==> src/rtl/tile_text_writer_pkg.sv <==
`default_nettype none
// ============================================================================
// Module   : tile_text_pkg
// Purpose  : Shared types and constants for the tile text writer: FSM state
//            encoding, console control codes, tile-RAM geometry and helpers
//            that pack tilemap addresses and tile words.
// Ports    : none (package)
// Revision : 1.0 - initial release
// ============================================================================
package tile_text_pkg;

  typedef enum logic [1:0] {
    IDLE   = 2'd0,
    CLEAR  = 2'd1,
    ROWCLR = 2'd2
  } state_t;

  localparam logic [7:0] CH_BS    = 8'h08;
  localparam logic [7:0] CH_LF    = 8'h0A;
  localparam logic [7:0] CH_FF    = 8'h0C;
  localparam logic [7:0] CH_CR    = 8'h0D;
  localparam logic [7:0] CH_SPACE = 8'h20;

  // The tile RAM is always 128 words per row, whatever COLS is.
  localparam int MAP_STRIDE_LOG2 = 7;

  function automatic logic [15:0] map_addr(input logic [6:0] row,
                                           input logic [6:0] col);
    return (16'(row) << MAP_STRIDE_LOG2) | 16'(col);
  endfunction

  function automatic logic [15:0] tile_word(input logic [3:0] attr,
                                            input logic [9:0] tile);
    return {attr, 2'b00, tile};
  endfunction

endpackage
`default_nettype wire

==> src/rtl/tile_text_writer_fill_counter.sv <==
`default_nettype none
// ============================================================================
// Module   : tile_fill_counter
// Purpose  : Row-major sweep counter over the visible text area. 'start'
//            rewinds to (0,0) and latches the sweep mode; each 'step' moves to
//            the next cell. 'last' flags the final cell of the sweep: the last
//            cell of the screen, or the last cell of row 0 in row-only mode.
// Ports    : clk, reset_n        - clock, async active-low reset
//            start, row_only     - begin a sweep / sweep row 0 only
//            step                - current cell consumed, advance
//            row, col            - current cell
//            last                - current cell is the final one
// Revision : 1.0 - initial release
// ============================================================================
module tile_fill_counter #(
  parameter int COLS = 80,
  parameter int ROWS = 60
) (
  input  logic       clk,
  input  logic       reset_n,
  input  logic       start,
  input  logic       row_only,
  input  logic       step,
  output logic [6:0] row,
  output logic [6:0] col,
  output logic       last
);

  localparam logic [6:0] c_last_col = 7'(COLS - 1);
  localparam logic [6:0] c_last_row = 7'(ROWS - 1);

  logic [6:0] r_row;
  logic [6:0] r_col;
  logic       r_row_only;

  assign row  = r_row;
  assign col  = r_col;
  assign last = (r_col == c_last_col) && (r_row_only || (r_row == c_last_row));

  always_ff @(posedge clk or negedge reset_n) begin
    if (!reset_n) begin
      r_row      <= '0;
      r_col      <= '0;
      r_row_only <= 1'b0;
    end else if (start) begin
      r_row      <= '0;
      r_col      <= '0;
      r_row_only <= row_only;
    end else if (step && !last) begin
      if (r_col == c_last_col) begin
        r_col <= '0;
        r_row <= r_row + 7'd1;
      end else begin
        r_col <= r_col + 7'd1;
      end
    end
  end

endmodule
`default_nettype wire

==> src/rtl/tile_text_writer.sv <==
`default_nettype none
// ============================================================================
// Module   : tile_text_writer
// Purpose  : Turns a console byte stream (characters plus CR/LF/BS/FF) into
//            tile-reference writes on the tilemap CPU-side port, keeping a
//            text cursor with line wrap and screen clear.
// Ports    : clk, reset_n              - clock, async active-low reset
//            in_valid/in_ready/in_data - byte stream in (ready = idle)
//            in_attr                   - colour attribute for the byte
//            wr/address/dout           - tilemap write port
//            cursor_col, cursor_row    - current cursor position
//            busy                      - clearing screen or bottom-wrap row
// Options  : TILE_TEXT_WRITER_ROWCLR_EN - when defined, a line advance off
//            the last row wraps to row 0 and blanks that row (ROWCLR state).
// Revision : 1.0 - initial release
// ============================================================================
module tile_text_writer
  import tile_text_pkg::*;
#(
  parameter int         COLS      = 80,
  parameter int         ROWS      = 60,
  parameter logic [9:0] TILE_BASE = 10'd0
) (
  input  logic        clk,
  input  logic        reset_n,
  input  logic        in_valid,
  output logic        in_ready,
  input  logic [7:0]  in_data,
  input  logic [3:0]  in_attr,
  output logic [1:0]  wr,
  output logic [15:0] address,
  output logic [15:0] dout,
  output logic [6:0]  cursor_col,
  output logic [6:0]  cursor_row,
  output logic        busy
);

  localparam logic [6:0] c_last_col   = 7'(COLS - 1);
  localparam logic [6:0] c_last_row   = 7'(ROWS - 1);
  localparam logic [9:0] c_space_tile = TILE_BASE + 10'(CH_SPACE);

  state_t     r_state;
  logic [3:0] r_attr;        // attribute of the most recently accepted byte

  logic       w_accept;
  logic       w_is_print;
  logic       w_line_adv;
  logic       w_last_row;
  logic       w_fill_start;
  logic       w_fill_row_only;
  logic       w_fill_step;
  logic [6:0] w_fill_row;
  logic [6:0] w_fill_col;
  logic       w_fill_last;

  // Ready depends only on state (and reset), never on in_valid.
  assign in_ready = reset_n && (r_state == IDLE);
  assign w_accept = in_valid && in_ready;

  assign w_is_print = (in_data != CH_BS) && (in_data != CH_LF) &&
                      (in_data != CH_FF) && (in_data != CH_CR);
  // LF, or a printable that lands in the last column, moves down a line.
  assign w_line_adv = (in_data == CH_LF) ||
                      (w_is_print && (cursor_col == c_last_col));
  assign w_last_row = (cursor_row == c_last_row);

`ifdef TILE_TEXT_WRITER_ROWCLR_EN
  assign w_fill_start    = w_accept &&
                           ((in_data == CH_FF) || (w_line_adv && w_last_row));
  assign w_fill_row_only = (in_data != CH_FF);
  assign w_fill_step     = (r_state == CLEAR) || (r_state == ROWCLR);
`else
  assign w_fill_start    = w_accept && (in_data == CH_FF);
  assign w_fill_row_only = 1'b0;
  assign w_fill_step     = (r_state == CLEAR);
`endif

  tile_fill_counter #(
    .COLS (COLS),
    .ROWS (ROWS)
  ) u_fill (
    .clk      (clk),
    .reset_n  (reset_n),
    .start    (w_fill_start),
    .row_only (w_fill_row_only),
    .step     (w_fill_step),
    .row      (w_fill_row),
    .col      (w_fill_col),
    .last     (w_fill_last)
  );

  always_ff @(posedge clk or negedge reset_n) begin
    if (!reset_n) begin
      r_state    <= IDLE;
      r_attr     <= '0;
      wr         <= 2'b00;
      address    <= '0;
      dout       <= '0;
      cursor_col <= '0;
      cursor_row <= '0;
      busy       <= 1'b0;
    end else begin
      wr <= 2'b00;
      case (r_state)
        IDLE: begin
          if (w_accept) begin
            r_attr <= in_attr;
            case (in_data)
              CH_CR: cursor_col <= '0;
              CH_LF: begin
                // Row movement is shared with the wrapping printable below.
              end
              CH_BS: begin
                if (cursor_col != 7'd0) cursor_col <= cursor_col - 7'd1;
              end
              CH_FF: begin
                r_state <= CLEAR;
                busy    <= 1'b1;
              end
              default: begin
                wr         <= 2'b11;
                address    <= map_addr(cursor_row, cursor_col);
                dout       <= tile_word(in_attr, TILE_BASE + 10'(in_data));
                cursor_col <= (cursor_col == c_last_col) ? 7'd0
                                                         : cursor_col + 7'd1;
              end
            endcase
            if (w_line_adv) begin
              cursor_row <= w_last_row ? 7'd0 : cursor_row + 7'd1;
`ifdef TILE_TEXT_WRITER_ROWCLR_EN
              if (w_last_row) begin
                r_state <= ROWCLR;
                busy    <= 1'b1;
              end
`endif
            end
          end
        end

`ifdef TILE_TEXT_WRITER_ROWCLR_EN
        CLEAR, ROWCLR: begin
`else
        CLEAR: begin
`endif
          // One space tile per cycle; the write lags busy by one cycle, so
          // busy and wr are each high for exactly one cycle per cell.
          wr      <= 2'b11;
          address <= map_addr(w_fill_row, w_fill_col);
          dout    <= tile_word(r_attr, c_space_tile);
          if (w_fill_last) begin
            r_state <= IDLE;
            busy    <= 1'b0;
            if (r_state == CLEAR) begin
              cursor_col <= '0;
              cursor_row <= '0;
            end
          end
        end

        default: begin
          r_state <= IDLE;
          busy    <= 1'b0;
        end
      endcase
    end
  end

endmodule
`default_nettype wire

==> config.mk <==
export PLATFORM = sky130hd
export DESIGN_NAME = tile_text_writer
export DESIGN_NICKNAME = d
export VERILOG_FILES = /design/src/rtl/tile_text_writer_pkg.sv /design/src/rtl/tile_text_writer_fill_counter.sv /design/src/rtl/tile_text_writer.sv
export SDC_FILE = /design/constraint.sdc
export NUM_CORES = 1
export LEC_CHECK = 0
export ABC_AREA = 1
export BUFFER_PORTS_ARGS = -buffer_cell sky130_fd_sc_hd__buf_4
export CAP_MARGIN = 20
export CORE_MARGIN = 2
export CORE_UTILIZATION = 35
export DETAILED_ROUTE_END_ITERATION = 8
export PLACE_DENSITY = 0.52
export SLEW_MARGIN = 0
export SYNTH_ARGS = -nofsm -noshare
export SYNTH_HDL_FRONTEND = slang
export SYNTH_HIERARCHICAL = 1
export SYNTH_SLANG_ARGS = --single-unit
==> constraint.sdc <==
create_clock -name clk -period 2.94 [get_ports clk]
set_input_delay 0.294 -clock clk [delete_from_list [all_inputs] [get_ports clk]]
set_output_delay 0.294 -clock clk [all_outputs]
set_load 0.02 [all_outputs]
# Yosys cells after proc, flatten, opt, wreduce, memory -nomap -nowiden
# Cells that the tools add are included.
# W data, S select, Z words.
[word_totals]
out_inout_bits = 50
elab_cells = 94
in_bits = 15
regBits = 69
[classes]
addsub = 5
n_bitwise = 2
n_mux = 33
n_reduce_logical = 24
n_eq_ne = 20
[ops]
columns = ["op", "count"]
rows = [
  ["$mux W7", 13],
  ["$mux W16", 4],
  ["$pmux W16 S2", 2],
  ["$eq A8 B4 Y1 const B", 4],
  ["$ne A8 B4 Y1 const B", 4],
  ["$add A7 B1 Y7 const B", 4],
  ["$or A14 B7 Y14", 2],
  ["$pmux W7 S2", 2],
  ["$pmux W7 S3", 1],
  ["$eq A7 B6 Y1 const B", 2],
  ["$eq A7 B7 Y1 const B", 2],
  ["$mux W2", 5],
  ["$ne A2 B2 Y1 const B", 5],
  ["$logic_and A1 B1 Y1", 9],
  ["$pmux W2 S2", 2],
  ["$reduce_bool A7 Y1", 1],
  ["$sub A7 B1 Y7 const B", 1],
  ["$reduce_and A3 Y1", 2],
  ["$reduce_bool A2 Y1", 3],
  ["$reduce_and A5 Y1", 1],
  ["$reduce_and A2 Y1", 2],
  ["$reduce_and A4 Y1", 1],
  ["$reduce_or A4 Y1", 1],
  ["$mux W1", 3],
  ["other kinds (8)", 8],
]

# Depth between registers and ports, before layout
[depth]
word_depth = 9
mapped_depth = 13
ltp_nobuf = 11

# Modules after synthesis
# The synthesis kept the hierarchy.
[modules_own_cells]
columns = ["module", "instances", "area_per_inst_um2", "cells_per_inst"]
rows = [
  ["tile_text_writer", 1, 2658.8, 360],
  ["tile_fill_counter", 1, 959.7, 128],
]

# Least setup slack after synthesis
# No wires, ideal clock.
[synth_path]
kind = "flip-flop to flip-flop"
start = "reg, netlist name busy"
end = "reg u_fill.r_row[4] (netlist: u_fill/row[4])"
setup_slack_ns = 1.085
arrival_time_ns = 1.739
path_stages_with_launch = 12
n_path_buf = 3
required_time_ns = 2.823
cell_sequence = "dfrtp_1 -> buf_6 -> nor2_8 -> nand2_4 -> nor2_1 -> buf_2 -> inv_2 -> buf_2 -> nand2_1 -> nor2_1 -> nand3_1 -> nand2_1"
[synth_lines]
columns = ["element", "line_no", "rtl"]
rows = [
  ["end signal, assigned", "tile_text_writer_fill_counter.sv:52", "r_row <= r_row + 7'd1;"],
  ["end, declared", "tile_text_writer_fill_counter.sv:32", "logic [6:0] r_row;"],
]

# Final worst setup path
[layout_path]
start = "reg u_fill.r_col[0] (netlist: u_fill/col[0])"
end = "reg cursor_col[0]"
[layout_via]
elab_chain_cells = 4
[layout_lines]
columns = ["element", "line_no", "rtl"]
rows = [
  ["start, declared", "tile_text_writer_fill_counter.sv:33", "logic [6:0] r_col;"],
  ["start signal, assigned", "tile_text_writer_fill_counter.sv:54", "r_col <= r_col + 7'd1;"],
  ["$eq A7 B7 Y1", "tile_text_writer_fill_counter.sv:38", "assign last = (r_col == c_last_col) && (r_row_only || (r_row == c_last_row));"],
  ["$logic_and A1 B1 Y1", "tile_text_writer_fill_counter.sv:38", ""],
  ["net w_fill_last", "tile_text_writer.sv:54", "logic w_fill_last;"],
  ["$ne A2 B2 Y1 (no source line)", "-", ""],
  ["$reduce_and A5 Y1 (no source line)", "-", ""],
  ["end signal, assigned", "tile_text_writer.sv:114", "if (cursor_col != 7'd0) cursor_col <= cursor_col - 7'd1;"],
  ["end signal, assigned", "tile_text_writer.sv:124", "cursor_col <= (cursor_col == c_last_col) ? 7'd0"],
  ["end, declared", "tile_text_writer.sv:33", "output logic [6:0] cursor_col,"],
]
# The timed path passes the listed nets, and every way through them passes these cells.
# A chain may end at the register's enable or synchronous reset.

==> results.py <==
metrics = {
    "drt": {
        "wl_per_cell_um": 14.6,
        "drtAntennaViolNets": 0,
        "detailroute.via_count": 3306,
        "routed_wl_um": 9960,
        "dr.first_iter.drc_count": 140,
        "via_per_inst": 4.85,
        "drc": 0,
        "first_pass_iters": 5,
    },
    "setup_path": {
        "slowest_delay_ns": 0.46,
        "end_kind": "flop",
        "crit_fanout": 14,
        "regToRegSetupSlack_ns": 0.87,
        "path_class": "reg2reg",
        "worstRegToRegCells": 10,
        "worstSetupStartpoint": "u_fill/col[0]",
        "r2r_end": "cursor_col[0]",
        "reg2reg_from": "u_fill/col[0]",
        "critical_path_arrival_ns": 2.34,
        "required_ns": 3.21,
        "critPathLaunchType": "flop",
        "cp_slowest_cell": "dfrtp_1",
        "crit_chain": "ha_1 -> nand2_1 -> clkinv_1 -> nand2_2 -> nor2_4 -> nand2_4 -> inv_1 -> nand2_1 -> nand2_1 -> a21oi_1",
        "cpMostUsedCell": "nand2_1",
    },
    "synth": {
        "ys_warn_count": 6,
        "synth_area_sq_um": 3620,
        "syn_area_per_cell_sq_um": 7.41,
        "synth_cell_type_count": 34,
        "synth_seq_area_share_pct": 42.2,
        "ys_ff_latch": 61,
        "synthTopCellsByArea": "dfrtp_1 (42%), nand2_1 (15%), nand3_1 (11%), nor2_1 (3.9%), o21ai_0 (3.9%)",
        "synth_top_cell_area_share_pct": 42.2,
        "synth_top_area_cell": "dfrtp_1",
        "syn_inst": 488,
    },
    "clock_tree": {
        "cts.clk_slew.worst_paths_ns": 0.08,
        "cts-resized-gates": 0,
        "clkLatencyLatePin_ns": 0.35,
        "htree_levels": 3,
        "cts_buffer_depth": 2,
        "cts_made_buffers": 9,
        "root_buffer": "clkbuf_8",
        "cts_hold_buf": 0,
        "cts_tree": "done",
        "cts_setup_buffers": 0,
        "cts.sinks": 61,
    },
    "final_layout": {
        "drive_above_1_share_pct": 20.0,
        "area_growth_pct": 18.5,
        "nets": 561,
        "fillers": 1058,
        "mostFrequentLayoutCells": "nand2_1 (142), nand3_1 (81), buf_4 (63)",
        "layout_commonest_cell": "nand2_1",
        "insertedDiodeCount": 0,
        "fin_util_pct": 42.1,
        "ff_latch_area_sq_um": 1530,
        "multiInputGateArea_sq_um": 1780,
    },
    "outcome": {
        "status": "completed",
    },
    "global_routing": {
        "grt_max_degree": 62,
        "grt_first_pass_wirelength_um": 16500,
        "antenna_found_initial": 0,
        "grt_use_total_pct": 18.7,
        "gr-total-overflow": 0,
        "grt_pass1_vias": 3180,
    },
    "power": {
        "finalPower_mw": 2.57,
        "powerDensity_nw_per_um2": 600,
        "p_leak_nw": 2.25,
        "peakVddDrop_mv": 0.215,
    },
    "sta": {
        "fin_crit_sh_pct": 70.4,
        "fin_setup_tns_ns": 0,
        "hold_viol": 0,
        "max_freq_ghz": 0.483,
        "tightest_slew_ns": 0.819,
        "setup_viol": 0,
        "slew_headroom_pct": 45.4,
        "finalCriticalPeriod_ns": 2.07,
        "maxSlewViolCount": 0,
        "skew_ns": 0.0108,
        "rsz0062_at_grt": "no",
    },
    "die": {
        "core_area_sq_um": 10200,
        "dieArea_sq_um": 11200,
        "die_w_um": 106,
        "rows": 37,
        "fp.dieH_um": 106,
        "pin_count": 65,
        "start_util_pct": 35.5,
    },
    "placed_design": {
        "gp_congestion": 0.844,
        "dp_hpwl_um": 7150,
        "port_buffers": 58,
    },
    "worst_hold_path": {
        "hp-class": "in2async",
    },
    "flow_run": {
        "max-cap-violations": 0,
    },
}
logic make-up (layout without fill, tap and decap cells):
logic type	after synthesis	after routing	synth area share (%)
AND/OR/NAND/NOR	302	302	38.9
buffers and inverters	71	123	9.37
flip-flops	61	61	42.2
AO/OA/AOI/OAI	40	40	5.74
XOR/XNOR	8	8	1.94
adder cells (fa/ha/maj)	5	5	1.73
other	1	7	0.104
metal layers:
metal,wire [um],global-route usage (%),up-vias
li1,-,-,1675
met1,4780,26.4,1547
met2,4650,28.9,73
met3,406,3.40,11
met4,130,6.30,0
met5,0,0,-
registers in the layout, indices dropped and copies added, names as in the netlist:
name               count
busy                   1
cursor_col             7
r_attr                 4
u_fill/r_row_only      1
address               14
wr                     1
cursor_row             7
u_fill/col             7
dout                  12
u_fill/row             7
cells in the mapped netlist (all sizes together):
library cell	n
nand2	154
nand4	12
nor3b	1
o22ai	1
o21ai	31
xnor2	3
a21oi	7
o21a	1
ha	5
nor3	5
inv	42
clkinv	2
dfrtp	61
nand3b	1
conb	1
buf	22
nor2	42
xor2	5
clkbuf	5
nand3	87
how the worst max path moves through the flow:
stage | to | slack (ns) | cells past startpoint
final | cursor_col[0] | 0.87 | 10
after global placement | u_fill/row[0] | 0.85 | 12
after global routing | address[10] | 0.69 | 9
after detailed placement | u_fill/row[4] | 0.86 | 12
after CTS | cursor_col[5] | 0.87 | 10
after floorplan | u_fill/row[4] | 1.08 | 11
where the power goes:
part	switching, mW	internal [mW]	total, mW
combinational	0.440	0.301	0.741
clock	0.372	0.306	0.678
sequential	0.180	0.973	1.15
worst max-delay path, delay by kind of cell (launching register included):
family	cells	cell delay (ns)
buffers and inverters	2	0.15
AND/OR/NAND/NOR	6	0.97
AO/OA/AOI/OAI	1	0.16
adder cells (fa/ha/maj)	1	0.25
flip-flops	1	0.46
final cells by class:
class	instances	area share, %
clock buffers	9	2.89
clock inverters	7	1.23
inverters	44	3.88
multi-input cells	362	41.4
flip-flops and latches	61	35.6
well taps	136	3.97
repair buffers	63	11.0
per-stage QoR:
step,cells,instance area (sq um),hold slack (ns),setup slack (ns)
after CTS,682,4290,0.155,0.865
after global placement,666,4110,0.470,0.847
after floorplan,494,3640,-0.00159,1.08
after detailed placement,666,4110,0.479,0.859
after global routing,682,4290,0.180,0.694
final,682,4290,0.114,0.870
Note: power is estimated with default switching activity, not from simulation.
